==> src/rtl/bla_pkg.sv <==
// Shared types for the polyline rasteriser: FSM states, coordinate
// bundle and packed-vertex slicing helpers.
package bla_pkg;

  localparam int DEF_COORD_W  = 8;
  localparam int DEF_MAX_VERT = 4;

  typedef enum logic [2:0] {
    S_IDLE,
    S_LOAD,
    S_SKIP,
    S_STEP,
    S_DONE
  } state_e;

  typedef struct packed {
    logic [DEF_COORD_W-1:0] y;
    logic [DEF_COORD_W-1:0] x;
  } coord_t;

  function automatic int vert_w(input int cw);
    return 2 * cw;
  endfunction

  function automatic int vert_lsb(input int i, input int cw);
    return 2 * cw * i;
  endfunction

endpackage

==> src/rtl/bresenham_core.sv <==
// All-octant Bresenham walker: holds the current point, the edge end
// and the error terms; exposes a look-ahead match against the end point.
module bresenham_core #(
  parameter int COORD_W = 8
) (
  input  logic               clk,
  input  logic               rst,
  input  logic               load_i,
  input  logic               adv_i,
  input  logic [COORD_W-1:0] x0_i,
  input  logic [COORD_W-1:0] y0_i,
  input  logic [COORD_W-1:0] x1_i,
  input  logic [COORD_W-1:0] y1_i,
  output logic [COORD_W-1:0] x_o,
  output logic [COORD_W-1:0] y_o,
  output logic               at_end_o,
  output logic               nxt_end_o
);

  localparam int SW = COORD_W + 2;
  typedef logic [COORD_W-1:0] crd_t;
  localparam crd_t ONE = crd_t'(1);

  logic signed [SW-1:0] err_q, err_d, dx_q, dy_q;
  logic signed [SW-1:0] ddx, ddy, adx, ndy;
  logic signed [SW:0]   e2, dxe, dye;
  logic                 sx_q, sy_q;
  crd_t                 x_q, y_q, xe_q, ye_q, nx, ny;

  assign ddx = $signed({2'b00, x1_i}) - $signed({2'b00, x0_i});
  assign ddy = $signed({2'b00, y1_i}) - $signed({2'b00, y0_i});
  assign adx = ddx[SW-1] ? -ddx : ddx;
  assign ndy = ddy[SW-1] ? ddy : -ddy;

  // Both tests use the pre-step error, so diagonal moves apply both.
  always_comb begin
    e2    = {err_q, 1'b0};
    dxe   = {dx_q[SW-1], dx_q};
    dye   = {dy_q[SW-1], dy_q};
    err_d = err_q;
    nx    = x_q;
    ny    = y_q;
    if (e2 >= dye) begin
      err_d = err_d + dy_q;
      nx    = sx_q ? x_q - ONE : x_q + ONE;
    end
    if (e2 <= dxe) begin
      err_d = err_d + dx_q;
      ny    = sy_q ? y_q - ONE : y_q + ONE;
    end
  end

  always_ff @(posedge clk or posedge rst) begin
    if (rst) begin
      x_q   <= '0;
      y_q   <= '0;
      xe_q  <= '0;
      ye_q  <= '0;
      sx_q  <= 1'b0;
      sy_q  <= 1'b0;
      dx_q  <= '0;
      dy_q  <= '0;
      err_q <= '0;
    end else if (load_i) begin
      x_q   <= x0_i;
      y_q   <= y0_i;
      xe_q  <= x1_i;
      ye_q  <= y1_i;
      sx_q  <= ddx[SW-1];
      sy_q  <= ddy[SW-1];
      dx_q  <= adx;
      dy_q  <= ndy;
      err_q <= adx + ndy;
    end else if (adv_i) begin
      x_q   <= nx;
      y_q   <= ny;
      err_q <= err_d;
    end
  end

  assign x_o       = x_q;
  assign y_o       = y_q;
  assign at_end_o  = (x_q == xe_q) && (y_q == ye_q);
  assign nxt_end_o = (nx == xe_q) && (ny == ye_q);

endmodule

==> src/rtl/bla_poly_engine.sv <==
// Polyline rasteriser: walks the edge list of a latched primitive and
// streams pixels over a valid/ready handshake.
module bla_poly_engine
  import bla_pkg::*;
#(
  parameter int COORD_W  = DEF_COORD_W,
  parameter int MAX_VERT = DEF_MAX_VERT,
  parameter int VCNT_W   = $clog2(MAX_VERT + 1)
) (
  input  logic                            clk,
  input  logic                            rst,
  input  logic                            bla_en,
  input  logic [VCNT_W-1:0]               vertex_count,
  input  logic                            closed,
  input  logic [2*COORD_W*MAX_VERT-1:0]   coordinates,
  output logic                            pix_valid,
  input  logic                            pix_ready,
  output logic [COORD_W-1:0]              pix_x,
  output logic [COORD_W-1:0]              pix_y,
  output logic                            busy,
  output logic                            bla_done,
  output logic                            bla_err
);

  localparam int VW = 2 * COORD_W;
  typedef logic [VCNT_W-1:0] cnt_t;
  localparam cnt_t ONE = cnt_t'(1);
  localparam cnt_t TWO = cnt_t'(2);

  state_e state_q, state_d;
  cnt_t   k_q, k_d, n_q, last_k, kn;
  logic   closed_q, err_q, err_d, closing;
  logic   load, adv, at_end, nxt_end, bad_cnt;
  logic [VW*MAX_VERT-1:0] coords_q;
  logic [VW-1:0]          va, vb;

  assign kn = (k_q == n_q - ONE) ? '0 : k_q + ONE;
  assign va = coords_q[vert_lsb(int'(k_q), COORD_W) +: VW];
  assign vb = coords_q[vert_lsb(int'(kn), COORD_W) +: VW];

  assign bad_cnt = (vertex_count == '0) ||
                   (vertex_count > cnt_t'(MAX_VERT));

  // Closing edge exists only for n>=3 and is always the last one.
  assign closing = closed_q && (n_q > TWO) && (k_q == n_q - ONE);

  always_comb begin
    last_k = '0;
    if (n_q > TWO)
      last_k = closed_q ? n_q - ONE : n_q - TWO;
  end

  bresenham_core #(.COORD_W(COORD_W)) u_core (
    .clk       (clk),
    .rst       (rst),
    .load_i    (load),
    .adv_i     (adv),
    .x0_i      (va[COORD_W-1:0]),
    .y0_i      (va[VW-1:COORD_W]),
    .x1_i      (vb[COORD_W-1:0]),
    .y1_i      (vb[VW-1:COORD_W]),
    .x_o       (pix_x),
    .y_o       (pix_y),
    .at_end_o  (at_end),
    .nxt_end_o (nxt_end)
  );

  always_comb begin
    state_d = state_q;
    k_d     = k_q;
    err_d   = err_q;
    load    = 1'b0;
    adv     = 1'b0;
    unique case (state_q)
      S_IDLE: begin
        if (bla_en) begin
          k_d     = '0;
          err_d   = bad_cnt;
          state_d = bad_cnt ? S_DONE : S_LOAD;
        end
      end
      S_LOAD: begin
        load    = 1'b1;
        state_d = (k_q != '0) ? S_SKIP : S_STEP;
      end
      S_SKIP: begin
        if (at_end) begin
          state_d = (k_q == last_k) ? S_DONE : S_LOAD;
          k_d     = (k_q == last_k) ? k_q : k_q + ONE;
        end else if (closing && nxt_end) begin
          state_d = S_DONE;
        end else begin
          adv     = 1'b1;
          state_d = S_STEP;
        end
      end
      S_STEP: begin
        if (pix_ready) begin
          if (at_end) begin
            state_d = (k_q == last_k) ? S_DONE : S_LOAD;
            k_d     = (k_q == last_k) ? k_q : k_q + ONE;
          end else if (closing && nxt_end) begin
            state_d = S_DONE;
          end else begin
            adv = 1'b1;
          end
        end
      end
      S_DONE: begin
        err_d   = 1'b0;
        state_d = S_IDLE;
      end
      default: state_d = S_IDLE;
    endcase
  end

  always_ff @(posedge clk or posedge rst) begin
    if (rst) begin
      state_q  <= S_IDLE;
      k_q      <= '0;
      n_q      <= '0;
      closed_q <= 1'b0;
      err_q    <= 1'b0;
      coords_q <= '0;
    end else begin
      state_q <= state_d;
      k_q     <= k_d;
      err_q   <= err_d;
      if (state_q == S_IDLE && bla_en) begin
        n_q      <= vertex_count;
        closed_q <= closed;
        coords_q <= coordinates;
      end
    end
  end

  assign pix_valid = (state_q == S_STEP);
  assign busy      = (state_q != S_IDLE);
  assign bla_done  = (state_q == S_DONE);
  assign bla_err   = (state_q == S_DONE) && err_q;

endmodule
==> config.mk <==
export PLATFORM = sky130hd
export DESIGN_NAME = bla_poly_engine
export DESIGN_NICKNAME = d
export VERILOG_FILES = /design/src/rtl/bla_pkg.sv /design/src/rtl/bresenham_core.sv /design/src/rtl/bla_poly_engine.sv
export SDC_FILE = /design/constraint.sdc
export NUM_CORES = 1
export LEC_CHECK = 0
export ABC_AREA = 1
export CELL_PAD_IN_SITES_DETAIL_PLACEMENT = 1
export CELL_PAD_IN_SITES_GLOBAL_PLACEMENT = 2
export CORE_ASPECT_RATIO = 0.8
export CORE_MARGIN = 8
export CORE_UTILIZATION = 34
export DETAILED_ROUTE_END_ITERATION = 16
export GPL_ROUTABILITY_DRIVEN = 0
export GPL_TIMING_DRIVEN = 0
export PLACE_DENSITY = 0.88
export SLEW_MARGIN = 20
export SYNTH_ARGS = -nofsm -noshare
export SYNTH_HDL_FRONTEND = slang
export SYNTH_HIERARCHICAL = 1
export SYNTH_SLANG_ARGS = --single-unit
==> constraint.sdc <==
create_clock -name clk -period 6 [get_ports clk]
set_clock_uncertainty 0.1 [all_clocks]
set_input_delay 1.2 -clock clk [delete_from_list [all_inputs] [get_ports clk]]
set_output_delay 1.2 -clock clk [all_outputs]
set_load 0.02 [all_outputs]
==> impl_metrics.tcl <==
set metrics [dict create \
    status "finished, final reports clean" \
    first_pass_iters 5 \
    cts.path.max_buffers 2 \
    worst-setup-path-type "reg2reg" \
    antenna_cells 0 \
    syn_area_um2 11000 \
    die_height_um 177 \
    ys_warn_count 6 \
    post-place-ws_ps -462 \
    synthCells 1568 \
    grt_pass1_wl_mm 66.4 \
    dpl.hpwl_mm 33.4 \
    crit_required_ps 6200 \
    maxCapViolations 0 \
    cpMaxStageDelayCell "dfrtp_1" \
    setup_viol 0 \
    wl_per_cell_um 19.8 \
    cts_tree "yes" \
    cts_sinks 139 \
    dieArea_um2 38500 \
    slowest_delay_ps 400 \
    worstMarginPinSlew_ps 918 \
    synth_seq_cells 139 \
    crit_top_cell "nand2_1" \
    synthXorXnorAreaFrac 0.0570 \
    min_period_ps 5610 \
    arrival_ps 5810 \
    antenna_found_initial 0 \
    grt_max_degree 55 \
    crit_path_end_kind "register" \
    start_util 0.342 \
    io_pins 92 \
    clk_latency_ps 440 \
    worstPathMaxFanout 10 \
    clockRootBuffer "clkbuf_16" \
    via_count 11200 \
    via_per_inst 5.30 \
    final_nets 1843 \
    grt_usage 0.220 \
    drt_iter0_markers 777 \
    core-area_um2 32300 \
    timing.fmax_mhz 178 \
    fin_crit_sh 0.934 \
    setup_slack_ps 394 \
    synth_fa_ha_area_frac 0.106 \
    drc 0 \
    cp-start-kind "register" \
    htree_levels 4 \
    syn_area_per_cell_um2 7.04 \
    synth_top_family_by_area "simple AND/OR/NAND/NOR gates" \
    postRouteAntennaNets 0 \
    dpl.cell_count 2088 \
    seq_area_frac_synth 0.315 \
    path_clk_slew_ps 60 \
    die_x_um 217 \
    path_buf_inv 9 \
    areaGrowthSynthToFinish_pct 19.5 \
    drive_gt1_frac 0.0608 \
    relSlewSlack 0.385 \
    cts_hold_buf 0 \
    yosys.area_share.simple 0.229 \
    synthDistinctLibCells 50 \
    slew_violations 0 \
    whs_ps 418 \
    timing.final.hold_violations 0 \
    syn_nets 1729 \
    grt_overflow 0 \
    synth-compound-area-share 0.187 \
    hold_class "reg2reg" \
    grt_pass1_vias 11600 \
    row_count 59 \
    portBuffers 91 \
    muxShareOfSynthArea 0.000907 \
    numCtsBuffers 17 \
    wirelength_mm 42.0 \
    fin_cells 2121 \
    path_delay_family "simple AND/OR/NAND/NOR gates" \
]
[state kept, by name, indices dropped and copies added (netlist names), 3 cells and up]
signal,count
state_q,3
k_q,3
u_core/y_o,8
u_core/err_q,10
n_q,3
u_core/x_o,8
u_core/dx_q,10
u_core/ye_q,8
coords_q,64
u_core/dy_q,10
u_core/xe_q,8
[layer usage]
metal,wire (um),track usage
met5,0,0
met4,481,0.0425
met3,2790,0.0477
met2,18200,0.338
met1,20600,0.314
[path summary, 6_finish.rpt]
kind                                            start                     endpoint  slack, ps  depth (start not counted)
setup / recovery                   k_q[0]$_DFFE_PP0P_  u_core/err_q[5]$_DFFE_PP0P_        390                         34
hold / removal             u_core/ye_q[7]$_DFFE_PP0P_   u_core/ye_q[7]$_DFFE_PP0P_        420                          2
setup reg to reg                   k_q[0]$_DFFE_PP0P_  u_core/err_q[5]$_DFFE_PP0P_        390                         34
hold reg to reg            u_core/ye_q[7]$_DFFE_PP0P_   u_core/ye_q[7]$_DFFE_PP0P_        420                          2
max in group asynchronous                         rst     coords_q[13]$_DFFE_PP0P_       4110                          3
min in group asynchronous                         rst    u_core/x_o[5]$_DFFE_PP0P_       1060                          2
[stage by stage]
| stage | util | setup TNS (ps) | cell area, um^2 |
|---|---|---|---|
| floorplan | - | 0 | 11000 |
| global placement | 0.387 | -378 | 12500 |
| detailed placement | 0.389 | -845 | 12500 |
| CTS | 0.407 | 0 | 13100 |
| global route | 0.409 | -14.1 | 13200 |
| finish | 0.409 | 0 | 13200 |
[kinds of logic (layout without fill, tap and decap cells)]
kind of cell / after synthesis / after routing
AO/OA/AOI/OAI: 382 / 382
multiplexers: 1 / 1
adder cells (fa/ha/maj): 89 / 89
XOR/XNOR: 71 / 71
AND/OR/NAND/NOR: 602 / 602
buffers and inverters: 284 / 410
flip-flops: 139 / 139
[layout by cell type (no fill, tap or decap), drive strengths merged]
cell	Yosys	final
clkinvlp	0	4
nand3	81	81
a21o	3	3
o221ai	10	10
a221oi	1	1
nor3	5	5
xnor2	29	29
dfrtp	139	139
clkbuf	28	47
a22oi	9	9
nand3b	4	4
xor2	42	42
o221a	1	1
o21ai	194	194
o22ai	1	1
nand2	408	408
and2	1	1
o21bai	4	4
buf	28	33
a31oi	4	4
a21oi	138	138
nand4	22	22
or2	9	9
or3b	1	1
nor4	2	2
mux2i	1	1
o211ai	10	10
inv	224	226
ha	82	82
fa	7	7
clkinv	4	7
a21boi	3	3
o311ai	1	1
o2111ai	2	2
clkdlybuf4s50	0	91
nor2	69	69
a31o	1	1
bufinv	0	2
[cells in the mapped netlist, drive strengths merged]
master / n / area (um^2)
a21boi: 3 / 22.5
a21o: 3 / 22.5
a21oi: 138 / 691
a221oi: 1 / 8.76
a22oi: 9 / 67.6
a31o: 1 / 8.76
a31oi: 4 / 25.0
and2: 1 / 6.26
buf: 28 / 203
clkbuf: 28 / 105
clkinv: 4 / 15.0
dfrtp: 139 / 3480
fa: 7 / 140
ha: 82 / 1030
inv: 224 / 841
mux2i: 1 / 10.0
nand2: 408 / 1560
nand3: 81 / 410
nand3b: 4 / 30.0
nand4: 22 / 144
nor2: 69 / 267
nor3: 5 / 25.0
nor4: 2 / 18.8
o2111ai: 2 / 17.5
o211ai: 10 / 75.1
o21ai: 194 / 982
o21bai: 4 / 30.0
o221a: 1 / 11.3
o221ai: 10 / 87.6
o22ai: 1 / 6.26
o311ai: 1 / 8.76
or2: 9 / 56.3
or3b: 1 / 8.76
xnor2: 29 / 262
xor2: 42 / 368
[worst min-delay path: cells and delay by family, from the launching register on]
kind	cells	cell delay [ps]
DFF	1	370
and+or+nand+nor	2	110
[repair_timing]
action	in CTS	in global routing
setup endpoints to repair	4	5
buffers inserted	0	3
resized for setup	9	15
pin swaps	0	4
[layout make-up]
| cell class | count | area (um^2) |
|---|---|---|
| inverters | 228 | 866 |
| fillers | 4123 | 19100 |
| repair buffers | 96 | 988 |
| well taps | 427 | 534 |
| clock buffers | 20 | 447 |
| plain buffers | 55 | 310 |
| clock inverters | 11 | 123 |
| flip-flops and latches | 139 | 3480 |
| multi-input cells | 1145 | 6440 |
Power is left out: the tool's default activity adds up to more than one toggle a clock period on the data nets, which glitch-free logic cannot reach.
